[config.mk]
export PLATFORM = sky130hd
export DESIGN_NAME = if_fetch_unit
export DESIGN_NICKNAME = d
export VERILOG_FILES = /design/src/rtl/if_fetch_unit.sv
export SDC_FILE = /design/constraint.sdc
export NUM_CORES = 1
export LEC_CHECK = 0
export BUFFER_PORTS_ARGS = -buffer_cell sky130_fd_sc_hd__clkbuf_2
export CORE_ASPECT_RATIO = 1.5
export CORE_MARGIN = 2
export CORE_UTILIZATION = 50
export DETAILED_ROUTE_END_ITERATION = 7
export PLACE_DENSITY = 0.77
export RECOVER_POWER = 25
export SLEW_MARGIN = 25
export SYNTH_ARGS = -nofsm -noshare
export SYNTH_HDL_FRONTEND = slang
export SYNTH_SLANG_ARGS = --single-unit
[constraint.sdc]
create_clock -name Clk -period 6.9 [get_ports Clk]
set_input_delay 1.035 -clock Clk [delete_from_list [all_inputs] [get_ports Clk]]
set_output_delay 1.035 -clock Clk [all_outputs]
set_load 0.05 [all_outputs]
[src/rtl/if_fetch_unit.sv]
// IF stage producer: owns the PC and fetches over an imem req/ack handshake.
// It delivers registered PC/instruction pairs to IF/ID. Optional FETCH_ALIGN_CHECK_EN adds align_err.
module if_fetch_unit #(
  parameter logic [31:0] RESET_PC = 32'h0000_0000,
  parameter logic [31:0] PC_STEP  = 32'd4,
  parameter logic [31:0] NOP_INST = 32'h0000_0000
) (
  input  logic        Clk,
  input  logic        Rst,
  input  logic        stall,
  input  logic        redirect_valid,
  input  logic [31:0] redirect_pc,
  output logic        imem_req,
  output logic [31:0] imem_addr,
  input  logic        imem_ack,
  input  logic [31:0] imem_rdata,
  output logic [31:0] IF_PC_out,
  output logic [31:0] IF_inst_out,
  output logic        IF_valid,
  output logic        flush_out,
`ifdef FETCH_ALIGN_CHECK_EN
  output logic        align_err,
`endif
  output logic        fetch_busy
);

  typedef enum logic [1:0] {S_FETCH, S_HOLD, S_DROP} state_t;

  state_t      r_state;
  logic [31:0] r_pc;
  logic [31:0] r_drop_addr;
  logic [31:0] r_hold_pc;
  logic [31:0] r_hold_inst;
  logic [31:0] r_if_pc;
  logic [31:0] r_if_inst;
  logic        r_if_valid;
  logic        r_flush;

  logic        w_req;
  logic        w_ack;
  logic [31:0] w_target;
  logic [31:0] w_pc_next;

`ifdef FETCH_ALIGN_CHECK_EN
  logic        r_align_err;
  assign w_target  = {redirect_pc[31:2], 2'b00};
  assign align_err = r_align_err;
`else
  assign w_target  = redirect_pc;
`endif

  // Reset gates the request combinationally so an outstanding fetch is dropped at once.
  assign w_req     = ~Rst & (r_state != S_HOLD);
  assign w_ack     = imem_ack & w_req;
  assign w_pc_next = r_pc + PC_STEP;

  assign imem_req    = w_req;
  assign fetch_busy  = w_req;
  // In DROP the PC already holds the redirect target; memory still sees the old address.
  assign imem_addr   = (r_state == S_DROP) ? r_drop_addr : r_pc;
  assign IF_PC_out   = r_if_pc;
  assign IF_inst_out = r_if_inst;
  assign IF_valid    = r_if_valid;
  assign flush_out   = r_flush;

  always_ff @(posedge Clk or posedge Rst) begin
    if (Rst) begin
      r_state     <= S_FETCH;
      r_pc        <= RESET_PC;
      r_drop_addr <= '0;
      r_hold_pc   <= '0;
      r_hold_inst <= NOP_INST;
      r_if_pc     <= '0;
      r_if_inst   <= NOP_INST;
      r_if_valid  <= 1'b0;
      r_flush     <= 1'b0;
`ifdef FETCH_ALIGN_CHECK_EN
      r_align_err <= 1'b0;
`endif
    end else begin
      r_if_pc    <= '0;
      r_if_inst  <= NOP_INST;
      r_if_valid <= 1'b0;
      r_flush    <= 1'b0;
      if (redirect_valid) begin
        r_pc    <= w_target;
        r_flush <= 1'b1;
`ifdef FETCH_ALIGN_CHECK_EN
        if (redirect_pc[1:0] != 2'b00)
          r_align_err <= 1'b1;
`endif
        if (r_state == S_HOLD || w_ack) begin
          r_state <= S_FETCH;
        end else begin
          r_state <= S_DROP;
          if (r_state == S_FETCH)
            r_drop_addr <= r_pc;
        end
      end else begin
        case (r_state)
          S_FETCH: begin
            if (w_ack) begin
              r_pc <= w_pc_next;
              if (stall) begin
                r_hold_pc   <= r_pc;
                r_hold_inst <= imem_rdata;
                r_state     <= S_HOLD;
              end else begin
                r_if_pc    <= r_pc;
                r_if_inst  <= imem_rdata;
                r_if_valid <= 1'b1;
              end
            end
          end
          S_HOLD: begin
            if (!stall) begin
              r_if_pc    <= r_hold_pc;
              r_if_inst  <= r_hold_inst;
              r_if_valid <= 1'b1;
              r_state    <= S_FETCH;
            end
          end
          S_DROP: begin
            if (w_ack)
              r_state <= S_FETCH;
          end
          default: r_state <= S_FETCH;
        endcase
      end
    end
  end

endmodule
Word level (Yosys, flattened, before mapping)
Cells that the tools add are included.
Storage, ports and cells
  bits in read-only memories: 0
  register bits after elaboration: 196
  RAM bits: 0
  memories kept: 0
  input bits: 69
  latch bits: 0
Operators by class
  $mul: 0
  shift-type cells: 0
  add/sub/neg operators: 1
  bitwise operators: 5
  reductions and logical operators: 8
  $lt $le $gt $ge: 0
  eq/ne operators: 7
  div/mod/pow operators: 0
  mux-type cells: 26
Operators by type and width (number)
  32-bit 2-to-1 mux: 12
  32-bit one-hot mux with 2 select lines: 2
  32-bit by 3-bit adder with 32-bit output (second input constant): 1
  2-bit 2-to-1 mux: 6
  3-bit inequality test (second input constant): 4
  4-bit AND reduction: 2
  2-bit one-hot mux with 3 select lines: 1
  1-bit 2-to-1 mux: 4
  2-bit nonzero test: 2
  1-bit inverter: 3
  3-bit AND reduction: 1
  1-bit AND: 2
  2-bit by 1-bit == test with 1-bit output (second input constant): 1
  2-bit == test (second input constant): 1
  2-bit logical NOT: 1
  2-bit by 1-bit inequality test with 1-bit output (second input constant): 1
  1-bit one-hot mux with 2 select lines: 1
  2-bit AND reduction: 1
  1-bit logical OR: 1

Depth between registers and ports, before layout
  word-level depth: 6
  gate-level depth with buffers: 8

Worst setup path before layout
Ideal clock, no wire load.
  path type: input to output
  start point: input port Rst
  end point: output port imem_req
  arrival: 6217 ps
  buffers on the path: 1
  cell stages on the path: 3
  slack: -352 ps
  path through: inv_1 -> and2_1 -> buf_4
Between the ends
  word-level cells in the longest chain between the ends: 2
RTL lines
  start, declared: RTL line 9  | input logic Rst,
  1-bit inverter: RTL line 53  | assign w_req = ~Rst & (r_state != S_HOLD);
  1-bit AND: RTL line 53
  end, declared: RTL line 13  | output logic imem_req,
No other way between the ends.

Worst setup path after layout
  start point: input port redirect_valid
  end point: register r_drop_addr[25]
Between the ends
  word-level cells in the longest chain between the ends: 1
RTL lines
  start, declared: RTL line 11  | input logic redirect_valid,
  3-bit AND reduction (no source line)
  end signal, assigned: RTL line 97  | r_drop_addr <= r_pc;
  end, declared: RTL line 31  | logic [31:0] r_drop_addr;
No other way between the ends.
A chain may end at the register's enable or synchronous reset.

==> impl_metrics.ini <==
[clocking]
cts_max_level = 4
cts_resized = 0
cts-hold-fix-buffers = 0
cts_tree = yes
clk_latency_ps = 420
cts.sinks = 196
numCtsBuffers = 17
path_clk_slew_ps = 70
cts_root_buf = clkbuf_16
post_cts_buffers = 0
clockBufferDepth = 2

[routing]
wl_um = 18300
drt_iter0_drc = 275
final_antenna_net_count = 0
drc = 0
first_pass_iters = 4
wl_per_cell_um = 17.4
via_count = 5712
viasPerCell = 5.45

[run]
cap_viol_max_count = 1

[logic_synthesis]
yosys_warnings = 0
synthesis.nets = 761
synth_compound_area_share_pct = 8.46
synth_xor_xnor_area_share_pct = 3.06
synth_cell_types = 32
synth_mux_area_share_pct = 16.1
synth_top_family_by_area = multiplexers
avgSynthCellArea_um2 = 12.0
synth_fa_ha_area_share_pct = 0.151
syn_inst = 691
ys_ff_latch = 196
synth_area_um2 = 8310
synth-simple-area-share_pct = 10.1
yosysSeqAreaShare_pct = 59.0

[timing]
hold_slack_ps = 485
relSlewSlack_pct = -87.7
fin_crit_ps = 4610
finalCritPeriodShare_pct = 66.8
fmax_ghz = 0.217
hold_violations = 0
setup_tns_ps = 0
slew_viol_final = 68
setup_violations = 0
skew_ps = 11.9
worst_slew_pin_slew_ps = 2820
rsz0062_at_grt = false

[power_and_ir_drop]
p_per_area_nw_per_um2 = 297
ir_worst_vdd_uv = 144
leakagePower_nw = 4.56
power.total_mw = 2.92

[floorplan]
die_w_um = 109
floorplan.io_pins = 169
initial_core_util_pct = 51.1
core_area_um2 = 16300
die_height_um = 162
rows = 57
fp.dieArea_um2 = 17700

[placed_design]
dpl-instance-area_um2 = 9260
port_buffers = 168
hpwl_um = 11600
gp_congestion = 0.810

[setup_path]
crit_arrival_ps = 4900
crit_path_end_kind = register
critPathMaxFanout = 67
start_kind = primary input
worstSetupPathType = in -> reg
cp.required_ps = 7190

[final_layout]
antenna_cells = 0
syn_to_final_growth_pct = 18.3
nets = 900
drive_above_1_share_pct = 39.7
nFillCells = 1338
design_area_um2 = 9830
final_cell_mix = dfrtp_1, clkbuf_2, mux2_2
final_common_cell = dfrtp_1

[worst_hold_path]
hold_class = reg -> reg

[run_status]
status = complete, but fails checks
failed_checks = max-capacitance violations, max-slew violations

[global_route]
grt.total_usage_pct = 21.4
grt_pass1_wl_um = 29400
antenna_found_initial = 0
grt_max_degree = 78
grt_overflow = 0
grt_pass1_vias = 5669
## routing by layer
layer | up-vias | share of wire (%) | global-route usage (%)
li1 | 2692 | - | -
met1 | 2837 | 41 | 27.9
met2 | 162 | 52 | 36.4
met4 | 0 | 1.7 | 7.08
met3 | 21 | 4.5 | 3.41
met5 | - | 0 | 0
## report_power, final
group	switching (mW)	total, mW	internal (mW)
sequential	0.106	1.43	1.32
clock	0.441	0.911	0.470
combinational	0.354	0.579	0.225
total	0.901	2.92	2.02
## registers in the layout, summed over array words and instances (netlist names)
register,flops
r_pc,32
IF_valid,1
r_state,2
flush_out,1
IF_PC_out,32
r_hold_inst,32
r_drop_addr,32
IF_inst_out,32
r_hold_pc,32
## synth_stat cells
cell type  instances  area [µm²]
dfrtp_1          196        4900
buf_1             10        37.5
nor3b_2            1        12.5
mux2i_1            1        10.0
o21ai_0           29         145
a21oi_1            1        5.00
nor4b_4            1        23.8
nor3_1             7        35.0
and2_1             6        37.5
nand4_2            1        12.5
nor2_1            72         270
o21ai_1           13        65.1
nor3_2             1        10.0
clkbuf_1          30         113
ha_1               1        12.5
xnor2_1           17         149
nand4_1            7        43.8
buf_2             14        70.1
mux2_2           118        1330
a21boi_0           1        7.51
nand3_1           10        50.1
nand2_1           54         203
nor4_2             3        37.5
xor2_1            12         105
or2_2              2        12.5
and4_1             7        61.3
and3_1             1        6.26
a22oi_1           64         480
buf_4              2        15.0
nand2b_1           3        18.8
inv_1              5        18.8
nor2b_1            1        6.26
## metrics by stage
step,cells,setup slack [ps],util (%)
after floorplan,691,979,-
after global placement,1016,3240,56.9
after CTS,1048,3300,60.2
after global routing,1049,1790,60.4
final,1049,2290,60.4
after detailed placement,1016,3180,56.9
## worst max-delay path: stages
cell and delay (ps):
clkbuf_2 70, clkbuf_1 1990, nand3_4 1190, mux2_2 590
## logic make-up (layout without fill, tap and decap cells)
logic type               after synthesis  after routing
AO/OA/AOI/OAI                        108            108
XOR/XNOR                              29             29
adder cells (fa/ha/maj)                1              1
buffers and inverters                 61            213
flip-flops                           196            196
multiplexers                         119            119
AND/OR/NAND/NOR                      177            177
## worst paths after layout
kind,depth (start not counted),end,startpoint,slack (ps)
max in group asynchronous,4,IF_PC_out[22]$_DFF_PP0_,Rst,4730
min in group asynchronous,3,r_state[1]$_DFFE_PP0P_,Rst,880
hold reg to reg,2,r_hold_pc[21]$_DFFE_PP0P_,r_hold_pc[21]$_DFFE_PP0P_,480
setup reg to reg,6,IF_PC_out[26]$_DFF_PP0_,r_state[0]$_DFFE_PP0P_,4440
setup / recovery,4,r_drop_addr[25]$_DFFE_PP0P_,redirect_valid,2290
hold / removal,2,r_hold_pc[21]$_DFFE_PP0P_,r_hold_pc[21]$_DFFE_PP0P_,480
## layout make-up
class | instances | area [µm²] | share of cell area (%)
clock inverters | 12 | 101 | 1.03
multi-input cells | 434 | 3190 | 32.4
inverters | 5 | 20.0 | 0.204
flip-flops and latches | 196 | 4900 | 49.9
well taps | 206 | 258 | 2.62
repair buffers | 176 | 920 | 9.36
clock buffers | 20 | 437 | 4.44
No activity file was read; power rests on OpenSTA's default activity.
